===== src/rtl/score_disp_pkg.sv =====
// Shared definitions for the score display: game-state encodings, the
// seven-segment pattern table and the fixed display patterns.
package score_disp_pkg;

    // Encodings of game_state[1:0] as produced by game_cont.
    typedef enum logic [1:0] {
        GS_WELCOME = 2'b00,
        GS_RUN     = 2'b01,
        GS_OVER    = 2'b10,
        GS_JUMP    = 2'b11
    } game_state_e;

    // Active-low patterns, bit order {g,f,e,d,c,b,a}.
    localparam logic [6:0] SEG_BLANK = 7'b1111111;
    localparam logic [6:0] SEG_DASH  = 7'b0111111;

    // All anodes released (active-low).
    localparam logic [3:0] AN_OFF = 4'b1111;

    // Entry n holds the pattern for value n; codes 10-15 show a dash.
    localparam logic [15:0][6:0] SEG_TABLE = {
        SEG_DASH,   SEG_DASH,   SEG_DASH,   SEG_DASH,   // 15..12
        SEG_DASH,   SEG_DASH,                           // 11..10
        7'b0010000, 7'b0000000, 7'b1111000, 7'b0000010, // 9..6
        7'b0010010, 7'b0011001, 7'b0110000, 7'b0100100, // 5..2
        7'b1111001, 7'b1000000                          // 1..0
    };

    // Pattern lookup for one 4-bit digit value.
    function automatic logic [6:0] seg_lookup(input logic [3:0] digit);
        return SEG_TABLE[digit];
    endfunction

endpackage


===== src/rtl/score_disp_bcd_to_seg7.sv =====
// Combinational BCD to active-low seven-segment decoder.
module bcd_to_seg7
    import score_disp_pkg::*;
(
    input  logic [3:0] bcd_i,
    output logic [6:0] seg_o
);

    // Table lookup; out-of-range codes come back as a dash from the table.
    always_comb begin
        seg_o = seg_lookup(bcd_i);
    end

endmodule


===== src/rtl/score_disp.sv =====
// Four-digit multiplexed score display with a high-score register.
// Shows the high score on the welcome screen and the live score otherwise.
// Optional feature: define SCORE_BLINK_EN to blink the display while the
// game is over; without it the game-over screen is steady.
module score_disp
    import score_disp_pkg::*;
#(
    parameter int REFRESH_DIV = 50000,
    parameter int BLINK_DIV   = 25000000
) (
    input  logic       clk,
    input  logic       clr,
    input  logic [3:0] num3_disp,
    input  logic [3:0] num2_disp,
    input  logic [3:0] num1_disp,
    input  logic [3:0] num0_disp,
    input  logic [2:0] game_state,
    output logic [3:0] an,
    output logic [6:0] seg,
    output logic       dp
);

    // Dividers shorter than two cycles are stretched to two.
    localparam int REF_EFF = (REFRESH_DIV < 2) ? 2 : REFRESH_DIV;
    localparam int BLK_EFF = (BLINK_DIV < 2) ? 2 : BLINK_DIV;
    localparam int RW      = $clog2(REF_EFF);
    localparam int BW      = $clog2(BLK_EFF);
    localparam logic [RW-1:0] REF_LAST = RW'(REF_EFF - 1);
    localparam logic [BW-1:0] BLK_LAST = BW'(BLK_EFF - 1);

    logic [RW-1:0] ref_cnt_q, ref_cnt_d;
    logic [1:0]    idx_q, idx_d;
    logic [1:0]    prev_gs_q;
    logic [15:0]   high_q, high_d;
    logic [3:0]    an_q, an_d;
    logic [6:0]    seg_q, seg_d;
    logic          dp_q, dp_d;

    logic [1:0]    gs_s;
    logic          show_high_s;
    logic          over_entry_s;
    logic          live_valid_s;
    logic [15:0]   live_s;
    logic [15:0]   src_s;
    logic [3:0]    digit_s;
    logic          blank_s;
    logic          hidden_s;
    logic [6:0]    dec_seg_s;

    // Bit 2 of the game state carries nothing for the display.
    logic          gs_bit2_unused_s;
    assign gs_bit2_unused_s = game_state[2];

    assign gs_s         = game_state[1:0];
    assign show_high_s  = (gs_s == GS_WELCOME);
    assign over_entry_s = (gs_s == GS_OVER) && (prev_gs_q != GS_OVER);
    assign live_s       = {num3_disp, num2_disp, num1_disp, num0_disp};
    assign live_valid_s = (num3_disp <= 4'd9) && (num2_disp <= 4'd9) &&
                          (num1_disp <= 4'd9) && (num0_disp <= 4'd9);

    // Refresh divider and digit index; the index steps on each divider wrap.
    always_comb begin
        ref_cnt_d = ref_cnt_q;
        idx_d     = idx_q;
        if (ref_cnt_q == REF_LAST) begin
            ref_cnt_d = '0;
            idx_d     = idx_q + 2'd1;
        end else begin
            ref_cnt_d = ref_cnt_q + RW'(1);
        end
    end

    // Register the refresh divider and digit index.
    always_ff @(posedge clk) begin
        if (clr) begin
            ref_cnt_q <= '0;
            idx_q     <= 2'd0;
        end else begin
            ref_cnt_q <= ref_cnt_d;
            idx_q     <= idx_d;
        end
    end

    // High score is captured once per game-over entry when the live score is
    // valid BCD and strictly larger; with valid BCD a plain unsigned compare
    // is the same as a digit-wise compare from the most significant digit.
    always_comb begin
        high_d = high_q;
        if (over_entry_s && live_valid_s && (live_s > high_q)) begin
            high_d = live_s;
        end else begin
            high_d = high_q;
        end
    end

    // Register the high score and the previous game state; clear wins over
    // a coincident game-over entry.
    always_ff @(posedge clk) begin
        if (clr) begin
            high_q    <= 16'h0000;
            prev_gs_q <= GS_WELCOME;
        end else begin
            high_q    <= high_d;
            prev_gs_q <= gs_s;
        end
    end

`ifdef SCORE_BLINK_EN
    logic [BW-1:0] blk_cnt_q, blk_cnt_d;
    logic          blk_phase_q, blk_phase_d;

    // Blink timer: restarts visible on each game-over entry, runs only while
    // the game is over and holds its value elsewhere.
    always_comb begin
        blk_cnt_d   = blk_cnt_q;
        blk_phase_d = blk_phase_q;
        if (over_entry_s) begin
            blk_cnt_d   = '0;
            blk_phase_d = 1'b0;
        end else if (gs_s == GS_OVER) begin
            if (blk_cnt_q == BLK_LAST) begin
                blk_cnt_d   = '0;
                blk_phase_d = ~blk_phase_q;
            end else begin
                blk_cnt_d = blk_cnt_q + BW'(1);
            end
        end else begin
            blk_cnt_d   = blk_cnt_q;
            blk_phase_d = blk_phase_q;
        end
    end

    // Register the blink timer.
    always_ff @(posedge clk) begin
        if (clr) begin
            blk_cnt_q   <= '0;
            blk_phase_q <= 1'b0;
        end else begin
            blk_cnt_q   <= blk_cnt_d;
            blk_phase_q <= blk_phase_d;
        end
    end

    // On the entry edge the stored phase is stale, so never hide there.
    assign hidden_s = (gs_s == GS_OVER) && !over_entry_s && blk_phase_q;
`else
    // Blink sizing is kept elaborated so both builds share one parameter set.
    logic [BW-1:0] blk_last_unused_s;
    assign blk_last_unused_s = BLK_LAST;
    assign hidden_s          = 1'b0;
`endif

    assign src_s = show_high_s ? high_q : live_s;

    // Select the digit for the current slot and decide leading-zero blanking.
    always_comb begin
        digit_s = 4'd0;
        blank_s = 1'b0;
        case (idx_q)
            2'd3: begin
                digit_s = src_s[15:12];
                blank_s = (src_s[15:12] == 4'd0);
            end
            2'd2: begin
                digit_s = src_s[11:8];
                blank_s = (src_s[15:8] == 8'd0);
            end
            2'd1: begin
                digit_s = src_s[7:4];
                blank_s = (src_s[15:4] == 12'd0);
            end
            2'd0: begin
                digit_s = src_s[3:0];
                blank_s = 1'b0;
            end
            default: begin
                digit_s = 4'd0;
                blank_s = 1'b1;
            end
        endcase
    end

    bcd_to_seg7 u_dec (
        .bcd_i (digit_s),
        .seg_o (dec_seg_s)
    );

    // Next display drive for the current slot.
    always_comb begin
        an_d  = AN_OFF;
        seg_d = SEG_BLANK;
        dp_d  = 1'b1;
        if (hidden_s) begin
            an_d = AN_OFF;
        end else begin
            an_d = ~(4'b0001 << idx_q);
        end
        if (blank_s) begin
            seg_d = SEG_BLANK;
        end else begin
            seg_d = dec_seg_s;
        end
        if (show_high_s && (idx_q == 2'd0)) begin
            dp_d = 1'b0;
        end else begin
            dp_d = 1'b1;
        end
    end

    // Display outputs are registered so an, seg and dp move together.
    always_ff @(posedge clk) begin
        if (clr) begin
            an_q  <= AN_OFF;
            seg_q <= SEG_BLANK;
            dp_q  <= 1'b1;
        end else begin
            an_q  <= an_d;
            seg_q <= seg_d;
            dp_q  <= dp_d;
        end
    end

    assign an  = an_q;
    assign seg = seg_q;
    assign dp  = dp_q;

endmodule


===== config.mk =====
export PLATFORM = sky130hd
export DESIGN_NAME = score_disp
export DESIGN_NICKNAME = d
export VERILOG_FILES = /design/src/rtl/score_disp_pkg.sv /design/src/rtl/score_disp_bcd_to_seg7.sv /design/src/rtl/score_disp.sv
export SDC_FILE = /design/constraint.sdc
export NUM_CORES = 1
export LEC_CHECK = 0
export CAP_MARGIN = 20
export CELL_PAD_IN_SITES_DETAIL_PLACEMENT = 0
export CELL_PAD_IN_SITES_GLOBAL_PLACEMENT = 1
export CORE_ASPECT_RATIO = 0.7
export CORE_MARGIN = 4
export CORE_UTILIZATION = 43
export CTS_CLUSTER_DIAMETER = 40
export CTS_CLUSTER_SIZE = 12
export DETAILED_ROUTE_END_ITERATION = 10
export MAX_ROUTING_LAYER = met4
export PLACE_DENSITY_LB_ADDON = 0.1
export REMOVE_ABC_BUFFERS = 1
export SYNTH_ARGS = -nofsm -noshare
export SYNTH_HDL_FRONTEND = slang
export SYNTH_SLANG_ARGS = --single-unit

===== constraint.sdc =====
create_clock -name clk -period 2.8 [get_ports clk]
set_input_delay 0.42 -clock clk [delete_from_list [all_inputs] [get_ports clk]]
set_output_delay 0.42 -clock clk [all_outputs]
set_load 0.1 [all_outputs]

==> impl_metrics.toml, run 1 <==
[die]
start_util_pct = 44.8
die_area_um2 = 8540
die_h_um = 78.5
io_pins = 33
die_w_um = 109
num_rows = 25
core_area_um2 = 6820

[timing]
worst_pin_slew_ns = 0.635
setup_slack_ns = 0.239
slew_headroom_pct = 57.3
rsz0062_at_grt = "false"
setup_viol = 0
clock_skew_ns = 0.00770
hold_viol_final = 0
fmax_mhz = 390
min_period_ns = 2.56
holdWs_ns = 0.474
timing.final.crit_share_pct = 91.5
drv_slew = 0
fin_tns_setup_ns = 0

[setup_path]
crit_family = "buffers and inverters"
crit_buf_inv = 4
critPathRequiredTime_ns = 3.03
crit_path_max_fanout = 9
crit_slowest_cell = "clkdlybuf4s50_1"
startpoint_type = "input port"
slowest_delay_ns = 0.41
path_class = "in -> reg"
setup.worst_path.end_class = "register"
cp_common_cell = "buf_4"
arrival_ns = 2.79
crit_chain = "clkdlybuf4s50_1 -> buf_4 -> buf_4 -> o211ai_1 -> o21ai_1 -> o41ai_2 -> buf_4 -> ha_1 -> nand2_1 -> nor4_1 -> nor4bb_2 -> o21ai_1"

[cells_and_area]
layout_common_cells = "dfxtp_1, buf_4, nand2b_1"
final_cells = 504
final_cell_area_um2 = 3740
antenna_cells = 0
drive_gt1_share_pct = 16.1
area_growth_pct = 22.5
final_core_util_pct = 54.9
nets = 457
fillCellCount = 679

[drt]
drt-total-wl_um = 7590
drtAntennaViolNets = 0
drt_first_pass_iters = 4
dr_wl_met2_um = 2900
drcViolationCount = 0
wl_met3_um = 378
routedWlPerCell_um = 15.1
routedLengthMet1_um = 4270
highest_layer = "met4"
viasPerCell = 5.19
vias = 2618
drtIter0Drc = 138

[power]
power.internal_mw = 1.01
seqPwrFrac_pct = 48.9
pwr-share-comb_pct = 22.6
peakVddDrop_v = 0.000222
p_total_mw = 1.45
powerDensity_nw_per_um2 = 388
switching_share_pct = 30.5
leakagePower_nw = 1.42
clockPowerShare_pct = 28.5
p_sw_uw = 443

[synthesis]
synth.distinct_cells = 48
async_flop_share_pct = 0
syn_area_per_cell_um2 = 8.65
seq_area_frac_synth_pct = 31.5
synthCells = 353
ys_warn_count = 0
synthFlopType = "dfxtp_1"
yosys.area.top_type = "dfxtp_1"
ys_seq_elements = 48
synth.area.top_cells = "dfxtp_1, ha_1, nand2b_1"
syn_area_um2 = 3050
synth_enable_flop_cells = 0
synth_top_area_share_pct = 31.5

[cts]
clock_latency_ns = 0.30
numClockSinks = 48
clkTransAtPathRegs_ns = 0.09
cts_buffers = 5
cts_root_buf = "clkbuf_8"
clockBufferDepth = 2
cts_tree = "yes"
h-tree-depth = 2

[grt]
grt_pass1_wl_um = 12600
antenna_found_initial = 0
grt_max_degree = 28
grt_pass1_vias = 2532
track_usage_pct = 19.1
overflow = 0

[run]
max-cap-violations = 0

[placed_design]
dp_slack_ns = -0.101
place_area_um2 = 3640
port_buffers = 31
dp_cells = 496
hpwlAfterDp_um = 6020
routabilityCongestion = 0.868

[run_status]
status = "completed"

[hold_path]
hp-class = "reg -> reg"
-- Yosys cell counts (2+ instances only) --
library cell and n:
dfxtp_1 48, nand2b_1 37, inv_1 28, ha_1 27, nor2_1 26, mux2i_1 23, nand3_1 17, o21ai_0 14
clkbuf_1 11, nand2_1 11, xnor2_1 9, nor4_1 8, a21oi_1 7, nor4bb_1 7, o211ai_1 7, nand4_1 6
xor2_1 6, nor3_1 5, o21ai_1 5, a31oi_1 4, nor2b_1 4, o211a_1 4, a21o_1 3, and3_1 3
buf_2 3, buf_4 3, a211oi_1 2, a21boi_0 2, a311oi_1 2, a32oi_1 2, or2_2 2
-- path summary, 6_finish.rpt --
kind	start	to	slack (ns)	depth (start not counted)
setup / recovery	game_state[1]	seg[0]	0.24	12
hold / removal	ref_cnt_q[0]	ref_cnt_q[0]	0.47	1
setup reg to reg	idx_q[0]	seg[0]	0.28	12
hold reg to reg	ref_cnt_q[0]	ref_cnt_q[0]	0.47	1
-- registers in the layout, summed over array words and instances, names as in the netlist --
signal,cells
idx_q,2
dp,1
prev_gs_q,2
high_q,16
ref_cnt_q,16
seg,7
an,4
-- layout make-up --
cell class | count | area (um2) | area share, %
multi-input cells | 259 | 1900 | 50.9
flip-flops and latches | 48 | 962 | 25.7
repair buffers | 67 | 563 | 15.1
well taps | 94 | 118 | 3.14
inverters | 28 | 105 | 2.81
clock buffers | 6 | 72.6 | 1.94
clock inverters | 2 | 16.3 | 0.435
-- metal layers --
metal | GRT usage [%] | up-vias
li1 | - | 1350
met1 | 29.8 | 1207
met2 | 25.3 | 54
met3 | 3.29 | 7
met4 | 3.78 | 0
met5 | - | -
-- cells by family (layout without fill, tap and decap cells) --
| kind of cell | count (synthesis) | count (layout) | synth area share (%) |
|---|---|---|---|
| flip-flops | 48 | 48 | 31.5 |
| adder cells (fa/ha/maj) | 27 | 27 | 11.1 |
| buffers and inverters | 46 | 103 | 6.39 |
| multiplexers | 23 | 23 | 7.54 |
| AO/OA/AOI/OAI | 62 | 62 | 15.0 |
| AND/OR/NAND/NOR | 132 | 132 | 24.3 |
| XOR/XNOR | 15 | 15 | 4.30 |
-- worst register-to-register path: cells and delay by family (launching register included) --
family | cells | cell delay [ns]
buf+inv | 3 | 0.45
compound gates | 4 | 0.75
simple gates | 3 | 0.42
fa+ha+maj | 2 | 0.45
flops | 1 | 0.40
-- power groups by stage --
| stage | Sequential [mW] | Combinational, mW | Clock, mW |
|---|---|---|---|
| finish | 0.711 | 0.328 | 0.413 |
| global placement | 0.726 | 0.323 | 0 |
| global route | 0.714 | 0.355 | 0.451 |
| detailed placement | 0.727 | 0.326 | 0 |
| floorplan | 0.805 | 0.110 | 0 |
| CTS | 0.711 | 0.328 | 0.426 |
-- timing repair --
item / in CTS / in global routing
setup buffers: 0 / 0
hold endpoints to repair: 0 / 0
setup endpoints to repair: 0 / 1
resized for setup: 0 / 2
hold buffers: 0 / 0
Power figures use the tool's default switching activity.
==> run 2: changes to the inputs <==
--- a/config.mk
+++ b/config.mk
@@ -10,13 +10,15 @@
 export CELL_PAD_IN_SITES_GLOBAL_PLACEMENT = 1
 export CORE_ASPECT_RATIO = 0.7
 export CORE_MARGIN = 4
-export CORE_UTILIZATION = 43
+export CORE_UTILIZATION = 46
 export CTS_CLUSTER_DIAMETER = 40
 export CTS_CLUSTER_SIZE = 12
 export DETAILED_ROUTE_END_ITERATION = 10
 export MAX_ROUTING_LAYER = met4
 export PLACE_DENSITY_LB_ADDON = 0.1
 export REMOVE_ABC_BUFFERS = 1
+export SETUP_SLACK_MARGIN = 0.05
 export SYNTH_ARGS = -nofsm -noshare
 export SYNTH_HDL_FRONTEND = slang
+export SYNTH_HIERARCHICAL = 1
 export SYNTH_SLANG_ARGS = --single-unit
==> constraint.sdc (replaced) <==
create_clock -name clk -period 3 [get_ports clk]
set_input_delay 0.45 -clock clk [delete_from_list [all_inputs] [get_ports clk]]
set_output_delay 0.45 -clock clk [all_outputs]
set_load 0.1 [all_outputs]
==> impl_metrics.toml, run 2 <==
[synthesis]
ys_warn_count = 6
synth.area.top_cells = "dfxtp_1, ha_1, mux2i_1"
synth_compound_area_share_pct = 8.60
ys_seq_elements = 48
synth-simple-area-share_pct = 23.8
yosys.area_share.xor_xnor_pct = 4.43
synth_fa_ha_area_share_pct = 11.4
synthCells = 332
synth_enable_flop_cells = 0
yosys.area.top_type = "dfxtp_1"
seq_area_frac_synth_pct = 32.4
muxShareOfSynthArea_pct = 13.3
synth_top_area_share_pct = 32.4
synth_top_family_by_area = "simple AND/OR/NAND/NOR gates"
synth.distinct_cells = 44
syn_area_per_cell_um2 = 8.94
yosysMostFrequentCell = "dfxtp_1"
synthFlopType = "dfxtp_1"
async_flop_share_pct = 0
syn_area_um2 = 2970
synthTopCellsByCount = "dfxtp_1, nand2b_1, nor2_1, ha_1, mux2i_1"

[timing]
worst_pin_slew_ns = 0.632
slew_headroom_pct = 57.9
fmax_mhz = 369
rsz0062_at_grt = "false"
timing.final.crit_share_pct = 90.3
min_period_ns = 2.71
holdWs_ns = 0.501
setup_slack_ns = 0.290
hold_viol_final = 0
drv_slew = 0
setup_viol = 0
clock_skew_ns = 0.0111

[power]
p_total_mw = 1.44
peakVddDrop_v = 0.000167
leakagePower_nw = 1.37
powerDensity_nw_per_um2 = 411

[cts]
clkTransAtPathRegs_ns = 0.09
clock_latency_ns = 0.31
h-tree-depth = 2
clockBufferDepth = 2
cts_tree = "yes"
numClockSinks = 48
cts_buffers = 5
cts_root_buf = "clkbuf_8"
cts_hold_buf = 0

[hold_path]
min_delay_path_depth = 2
min_to = "high_q[3]"
hp-class = "reg -> reg"
holdCritStartpoint = "high_q[3]"

[setup_path]
path_depth = 13
reg2reg_to = "seg[2]"
startpoint_type = "input port"
arrival_ns = 2.94
setup.worst_path.start = "game_state[0]"
crit_chain = "clkdlybuf4s50_1 -> nor2_2 -> buf_6 -> buf_4 -> o21ai_0 -> a222oi_1 -> mux2i_1 -> inv_1 -> ha_1 -> or2b_1 -> a31oi_1 -> nor2_1 -> o21ai_0"
crit_slowest_cell = "clkdlybuf4s50_1"
crit_path_max_fanout = 9
r2r_cells = 9
crit_buf_inv = 4
critPathRequiredTime_ns = 3.23
cp_common_cell = "o21ai_0"
rr_startpoint = "idx_q[0]"
slowest_delay_ns = 0.52
r2r_setup_slack_ns = 0.68
setup.worst_path.end_class = "register"
crit_family = "buffers and inverters"
path_class = "in -> reg"

[drt]
drcViolationCount = 0
drt_first_pass_iters = 5
drt-total-wl_um = 6570
vias = 2321
routedWlPerCell_um = 14.5
drtAntennaViolNets = 0
drtIter0Drc = 133
viasPerCell = 5.13

[cells_and_area]
final_cells = 452
drive_gt1_share_pct = 14.4
nets = 421
layout_common_cells = "dfxtp_1, nand2b_1, nor2_1"
final_core_util_pct = 56.3
multi_input_area_um2 = 1830
area_growth_pct = 18.5
antenna_cells = 0
fillCellCount = 610
final_common_cell = "dfxtp_1"
final-seq-area_um2 = 961

[grt]
track_usage_pct = 17.6
grt_pass1_wl_um = 10600
antenna_found_initial = 0
overflow = 0
grt_max_degree = 25
grt_pass1_vias = 2061

[die]
die_w_um = 104
die_area_um2 = 7820
die_h_um = 75.2
num_rows = 24
core_area_um2 = 6250
io_pins = 33
start_util_pct = 47.5

[placed_design]
dp_cells = 443
hpwlAfterDp_um = 5190
dp_slack_ns = -0.0542
port_buffers = 31
routabilityCongestion = 0.838

[run]
max-cap-violations = 0

[run_status]
status = "completed"
==> run 2: kinds of logic after synthesis <==
group / count (synthesis)
DFF: 48
xor gates and xnor gates: 15
buffers and inverters: 37
adders and majority gates: 27
AOI/OAI and AO/OA: 40
and+or+nand+nor: 127
muxes: 38
==> run 2: worst reg2reg max path, stage by stage (launching register included) <==
cell and delay (ns):
dfxtp_1 0.40, inv_1 0.11, ha_1 0.29, a222oi_1 0.42, mux2i_2 0.19, buf_4 0.17
or2_1 0.23, a21o_1 0.19, nor2_1 0.08, o21ai_0 0.09
==> run 2: layout make-up <==
class                      instances  share of cell area, %
clock buffer                       5                   1.96
clock inverter                     3                   1.32
inverter                          23                   2.46
multi-input combinational        247                   52.1
sequential                        48                   27.3
tap                               78                   2.78
timing repair buffer              48                   12.1
==> run 2: what timing repair did <==
item                                    CTS  global route
hold endpoints to repair                  0             0
endpoints found under the setup margin    0             3
buffers inserted                          0             1
resized for setup                         0             3
==> run 2: through the flow <==
step,instance area [um2],setup TNS [ns]
after floorplan,2870,-0.631
after global placement,3380,-0.0926
after detailed placement,3380,-0.136
after CTS,3500,0
after global routing,3520,0
final,3520,0
==> run 2: routing by layer <==
layer / GRT usage [%] / routed length (um)
met1: 27.6 / 3810
met5: - / 0
met3: 3.77 / 363
met4: 3.10 / 46
met2: 22.5 / 2350
==> run 2: report_power, final <==
group | leakage (nW) | switching (mW) | total [mW] | internal [mW]
Clock | 0.0548 | 0.231 | 0.482 | 0.251
Sequential | 0.391 | 0.0105 | 0.665 | 0.654
Combinational | 0.920 | 0.177 | 0.297 | 0.120
==> run 2: worst max path at each step <==
stage / to
2_1_floorplan: seg[2]
3_3_place_gp: seg[2]
3_5_place_dp: seg[4]
4_1_cts: seg[4]
5_1_grt: seg[2]
6_report: seg[4]
